### src/rtl/boton_pulsacion.sv
// boton_pulsacion: classifies a debounced button level into single-cycle
// short-press, long-press and auto-repeat pulses, plus a "press in progress"
// level. One instance per physical button.
//
// Handshake note: there is no valid/ready handshake here. boton_in is a plain
// level sampled on every rising edge, and every output is a registered,
// free-running signal. Pulses are exactly one cycle wide and mutually
// exclusive, so the consumer needs no acknowledge.
module boton_pulsacion #(
  parameter int LARGO_CICLOS   = 50_000_000,
  parameter int REPETIR_CICLOS = 12_500_000
) (
  input  logic       clk,
  input  logic       reset,
  input  logic       boton_in,
  output logic       pulso_corto,
  output logic       pulso_largo,
  output logic       pulso_repeticion,
  output logic       presionado,
  output logic [1:0] o_dbg_estado
);

  localparam int HW = $clog2(LARGO_CICLOS + 1);
  localparam int RW = (REPETIR_CICLOS > 0) ? $clog2(REPETIR_CICLOS + 1) : 1;
  localparam logic [HW-1:0] H_MAX  = HW'(LARGO_CICLOS);
  localparam logic [RW-1:0] R_MAX  = RW'(REPETIR_CICLOS);
  localparam bit            REP_EN = (REPETIR_CICLOS != 0);

  localparam logic [1:0] DESARMADO  = 2'd0;
  localparam logic [1:0] REPOSO     = 2'd1;
  localparam logic [1:0] PRESIONADO = 2'd2;
  localparam logic [1:0] LARGO      = 2'd3;

  logic [1:0]    r_estado;
  logic [HW-1:0] r_h;
  logic [RW-1:0] r_r;
  logic          r_corto;
  logic          r_largo;
  logic          r_rep;
  logic          r_pres;

  logic [1:0]    w_estado_sig;
  logic [HW-1:0] w_h_sig;
  logic [RW-1:0] w_r_sig;
  logic          w_corto_sig;
  logic          w_largo_sig;
  logic          w_rep_sig;
  logic [HW-1:0] w_h_inc;
  logic [RW-1:0] w_r_inc;

  // Saturating hold-count increment; the repeat counter never reaches
  // R_MAX before being cleared, so its plain increment cannot wrap.
  assign w_h_inc = (r_h == H_MAX) ? r_h : r_h + HW'(1);
  assign w_r_inc = r_r + RW'(1);

  // Next-state and next-pulse decode for the press classifier.
  always_comb begin
    w_estado_sig = r_estado;
    w_h_sig      = r_h;
    w_r_sig      = r_r;
    w_corto_sig  = 1'b0;
    w_largo_sig  = 1'b0;
    w_rep_sig    = 1'b0;
    case (r_estado)
      DESARMADO: begin
        // A level already high at reset release must be released first.
        if (!boton_in) begin
          w_estado_sig = REPOSO;
        end
      end
      REPOSO: begin
        if (boton_in) begin
          w_estado_sig = PRESIONADO;
          w_h_sig      = HW'(1);
        end
      end
      PRESIONADO: begin
        if (boton_in) begin
          w_h_sig = w_h_inc;
          if (w_h_inc == H_MAX) begin
            w_estado_sig = LARGO;
            w_largo_sig  = 1'b1;
            w_r_sig      = '0;
          end
        end else begin
          w_estado_sig = REPOSO;
          w_h_sig      = '0;
          w_corto_sig  = 1'b1;
        end
      end
      LARGO: begin
        if (boton_in) begin
          if (REP_EN) begin
            if (w_r_inc == R_MAX) begin
              w_rep_sig = 1'b1;
              w_r_sig   = '0;
            end else begin
              w_r_sig = w_r_inc;
            end
          end
        end else begin
          // Releasing a long press ends it silently.
          w_estado_sig = REPOSO;
          w_h_sig      = '0;
          w_r_sig      = '0;
        end
      end
      default: begin
        w_estado_sig = DESARMADO;
        w_h_sig      = '0;
        w_r_sig      = '0;
      end
    endcase
  end

  // State, counters and registered outputs; reset drops everything at once.
  always_ff @(posedge clk or posedge reset) begin
    if (reset) begin
      r_estado <= DESARMADO;
      r_h      <= '0;
      r_r      <= '0;
      r_corto  <= 1'b0;
      r_largo  <= 1'b0;
      r_rep    <= 1'b0;
      r_pres   <= 1'b0;
    end else begin
      r_estado <= w_estado_sig;
      r_h      <= w_h_sig;
      r_r      <= w_r_sig;
      r_corto  <= w_corto_sig;
      r_largo  <= w_largo_sig;
      r_rep    <= w_rep_sig;
      r_pres   <= (w_estado_sig == PRESIONADO) || (w_estado_sig == LARGO);
    end
  end

  assign pulso_corto      = r_corto;
  assign pulso_largo      = r_largo;
  assign pulso_repeticion = r_rep;
  assign presionado       = r_pres;
  assign o_dbg_estado     = r_estado;

endmodule
### config.mk
export PLATFORM = sky130hd
export DESIGN_NAME = boton_pulsacion
export DESIGN_NICKNAME = d
export VERILOG_FILES = /design/src/rtl/boton_pulsacion.sv
export SDC_FILE = /design/constraint.sdc
export NUM_CORES = 1
export LEC_CHECK = 0
export BUFFER_PORTS_ARGS = -buffer_cell sky130_fd_sc_hd__buf_2
export CAP_MARGIN = 20
export CORE_MARGIN = 2
export CORE_UTILIZATION = 53
export CTS_BUF_LIST = sky130_fd_sc_hd__clkbuf_8
export CTS_CLUSTER_SIZE = 12
export DETAILED_ROUTE_END_ITERATION = 7
export PLACE_DENSITY = 0.8
export SETUP_SLACK_MARGIN = 0.4
export SLEW_MARGIN = 20
export SYNTH_ARGS = -nofsm -noshare
export SYNTH_HDL_FRONTEND = slang
export SYNTH_SLANG_ARGS = --single-unit
### constraint.sdc
create_clock -name clk -period 7.04 [get_ports clk]
set_clock_uncertainty 0.15 [all_clocks]
set_input_delay 1.408 -clock clk [delete_from_list [all_inputs] [get_ports clk]]
set_output_delay 1.408 -clock clk [all_outputs]
set_load 0.005 [all_outputs]
==> qor.json <==
{
  "outcome": {
    "status": "finished clean"
  },
  "clock_network": {
    "clock_sinks": 55,
    "htree_levels": 2,
    "postCtsSetupBuffers": 0,
    "cts_hold_buf": 0,
    "buffer_levels_on_the_longest_clock_path": 2,
    "cts_resized": 0,
    "cts_buffers": 5,
    "cts_root_buffer": "clkbuf_8",
    "clk_latency_ns": 0.31,
    "cts.reportedPaths.clkPinSlew_ns": 0.10,
    "clock_tree_from_tritoncts": "built"
  },
  "setup_path": {
    "worst_setup_path_type": "flip-flop to flip-flop",
    "critPathMaxStageDelay_ns": 0.55,
    "cp.buffers_inverters": 1,
    "worst-path-max-fanout": 26,
    "reg2reg_depth": 10,
    "critPathCaptureType": "flip-flop",
    "levels_on_crit_path": 10,
    "cp.required_ns": 7.10,
    "timing.critical_path.from_type": "flip-flop",
    "timing.critical_path.cells": "ha_1 -> and4_4 -> and4_1 -> nand2_4 -> or4_4 -> a2111oi_4 -> a21oi_2 -> buf_4 -> or2_4 -> o41ai_1",
    "critPathTopFamily": "simple AND/OR/NAND/NOR gates",
    "cp_slowest_cell": "or4_4",
    "timing.critical_path.arrival_ns": 3.77
  },
  "route": {
    "drtIter0Drc": 465,
    "drt_pre_antenna_iters": 5,
    "drt_drc_violations_left": 0,
    "avgViaCountPerCell": 6.61,
    "finalWirelength_mm": 9.55,
    "ant_nets": 0,
    "vias": 3728,
    "routedWlPerCell_um": 16.9
  },
  "power_and_ir_drop": {
    "fin_total_pwr_mw": 0.760,
    "power_leakage_nw": 1.57,
    "power_density_mw_per_mm2": 185,
    "ir_drop_mv": 0.249
  },
  "logic_synthesis": {
    "synth_cells": 483,
    "async_reset_ff_share_pct": 100,
    "postSynthAreaPerCell_um2": 8.24,
    "number_of_synthesized_register_bits": 55,
    "synth.net_count": 494,
    "ys_warn_count": 0,
    "dominant_synthesized_flop_cell": "dfrtp_1",
    "netlist_area_mm2": 0.00398,
    "synth.lib_cells_used.distinct": 61,
    "seq_area_frac_synth_pct": 34.6,
    "synth_edf_count": 0
  },
  "place": {
    "finalWeightedCongestion": 0.934,
    "dp_cells": 556,
    "port_buffers": 8,
    "detailed_place_hpwl_mm": 6.60
  },
  "timing": {
    "maximum_clock_frequency_ghz": 0.270,
    "hold_viol_final": 0,
    "timing.final.max_slew_violations": 0,
    "slew-limit-headroom_pct": 42.1,
    "fin_crit_sh_pct": 52.7,
    "setup_repair_after_global_routing_missed_its_margin": "no",
    "setup_total_negative_slack_ns": 0,
    "whs_ns": 0.330,
    "setup-violations-final": 0,
    "finalCriticalPeriod_ns": 3.71,
    "worst_slew_pin_slew_ns": 0.863
  },
  "hold_path": {
    "holdCritPathClass": "flip-flop to flip-flop",
    "timing.hold.worst_path_depth": 1
  },
  "floorplan": {
    "core_area_mm2": 0.00725,
    "chipWidth_um": 90.6,
    "boundaryPins": 9,
    "die_height_um": 90.6,
    "design.die.area_mm2": 0.00822,
    "floorplan.initialDensity_pct": 54.9,
    "placement_rows": 31
  },
  "global_route": {
    "grt_overflow_total": 0,
    "track_usage_pct": 24.0,
    "grt_start_max_net_pins": 56,
    "grt_pass1_vias": 3336,
    "grt_pass1_wl_mm": 16.4,
    "antenna_found_initial": 0
  },
  "layout": {
    "syn_to_final_growth_pct": 3.05,
    "layout.cells.most_common_list": "o21ai_0 (63), dfrtp_1 (55), nand2_1 (50)",
    "layout.nets": 475,
    "fillers": 648,
    "final_common_cell": "o21ai_0",
    "final-seq-area_mm2": 0.00138,
    "final_layout_size_suffix_gt1_share_pct": 7.74,
    "n_antenna_cell": 0,
    "finish.cell_count_without_fillers": 564,
    "multiInputGateArea_mm2": 0.00238
  },
  "run": {
    "cap_violations": 0
  }
}
## state kept, by name, indices dropped and copies added, names as in the netlist
name              cells
r_r                  24
pulso_repeticion      1
pulso_largo           1
pulso_corto           1
o_dbg_estado          2
r_h                  26
## area by class of cell
type	instances	area share (%)
multi-input combinational	379	57.9
tap	99	3.02
sequential	55	33.6
clock inverter	3	1.07
inverter	11	1.01
timing repair buffer	12	1.71
clock buffer	5	1.68
## metrics by stage
step	instance area [um2]	setup slack, ns	util, %
floorplan	3980	3.67	-
global placement	3990	3.47	55.0
detailed placement	3990	3.37	55.0
CTS	4100	3.35	56.5
global route	4100	3.16	56.5
finish	4100	3.33	56.5
## cells in the mapped netlist (all sizes together) (6+ instances only)
cell type / count / share of area, %
a21oi: 19 / 2.5
a31oi: 8 / 1.3
and2: 11 / 1.7
and3: 10 / 1.6
and4: 13 / 3.0
buf: 14 / 2.4
clkbuf: 24 / 2.3
dfrtp: 55 / 35
ha: 8 / 2.5
inv: 11 / 1.0
nand2: 51 / 5.0
nand2b: 11 / 1.7
nand3: 20 / 2.6
nand4: 18 / 3.0
nor2: 29 / 2.7
nor2b: 7 / 1.1
nor4: 9 / 2.1
o2111ai: 6 / 1.3
o21ai: 64 / 8.1
o31ai: 25 / 4.7
o41ai: 10 / 2.4
or3: 9 / 1.4
## power by group
group	switching (mW)	total [mW]	internal, mW
logic	0.129	0.201	0.0720
clock network	0.107	0.213	0.106
registers	0.0177	0.346	0.328
## worst register-to-register path, delay by kind of cell (launching register included)
family / cells / cell delay [ns]
adders and majority gates: 1 / 0.29
DFF: 1 / 0.47
buffers and inverters: 1 / 0.22
and+or+nand+nor: 5 / 1.66
AOI/OAI and AO/OA: 3 / 0.82
## logic make-up after synthesis
kind of cell | synth area share [%]
buffers and inverters | 5.69
and+or+nand+nor | 30.0
DFF | 34.6
adders and majority gates | 2.52
AOI/OAI and AO/OA | 24.6
xor gates and xnor gates | 1.76
muxes | 0.786
## per-layer routing
layer	wire length [um]	vias up	global-route usage (%)
met5	0	-	0
met2	4130	152	34.9
li1	-	1771	-
met3	591	21	4.01
met1	4650	1784	36.5
met4	174	0	7.05
## final timing paths
path	start	endpoint	slack (ns)
worst max-delay path	r_h[0]	r_r[10]	3.33
worst min-delay path	r_h[25]	r_h[25]	0.33
worst max register to register	r_h[0]	r_r[10]	3.33
worst min register to register	r_h[25]	r_h[25]	0.33
max in group asynchronous	reset	r_h[1]	5.16
min in group asynchronous	reset	r_h[10]	1.11
(Power assumes the default switching activity.)
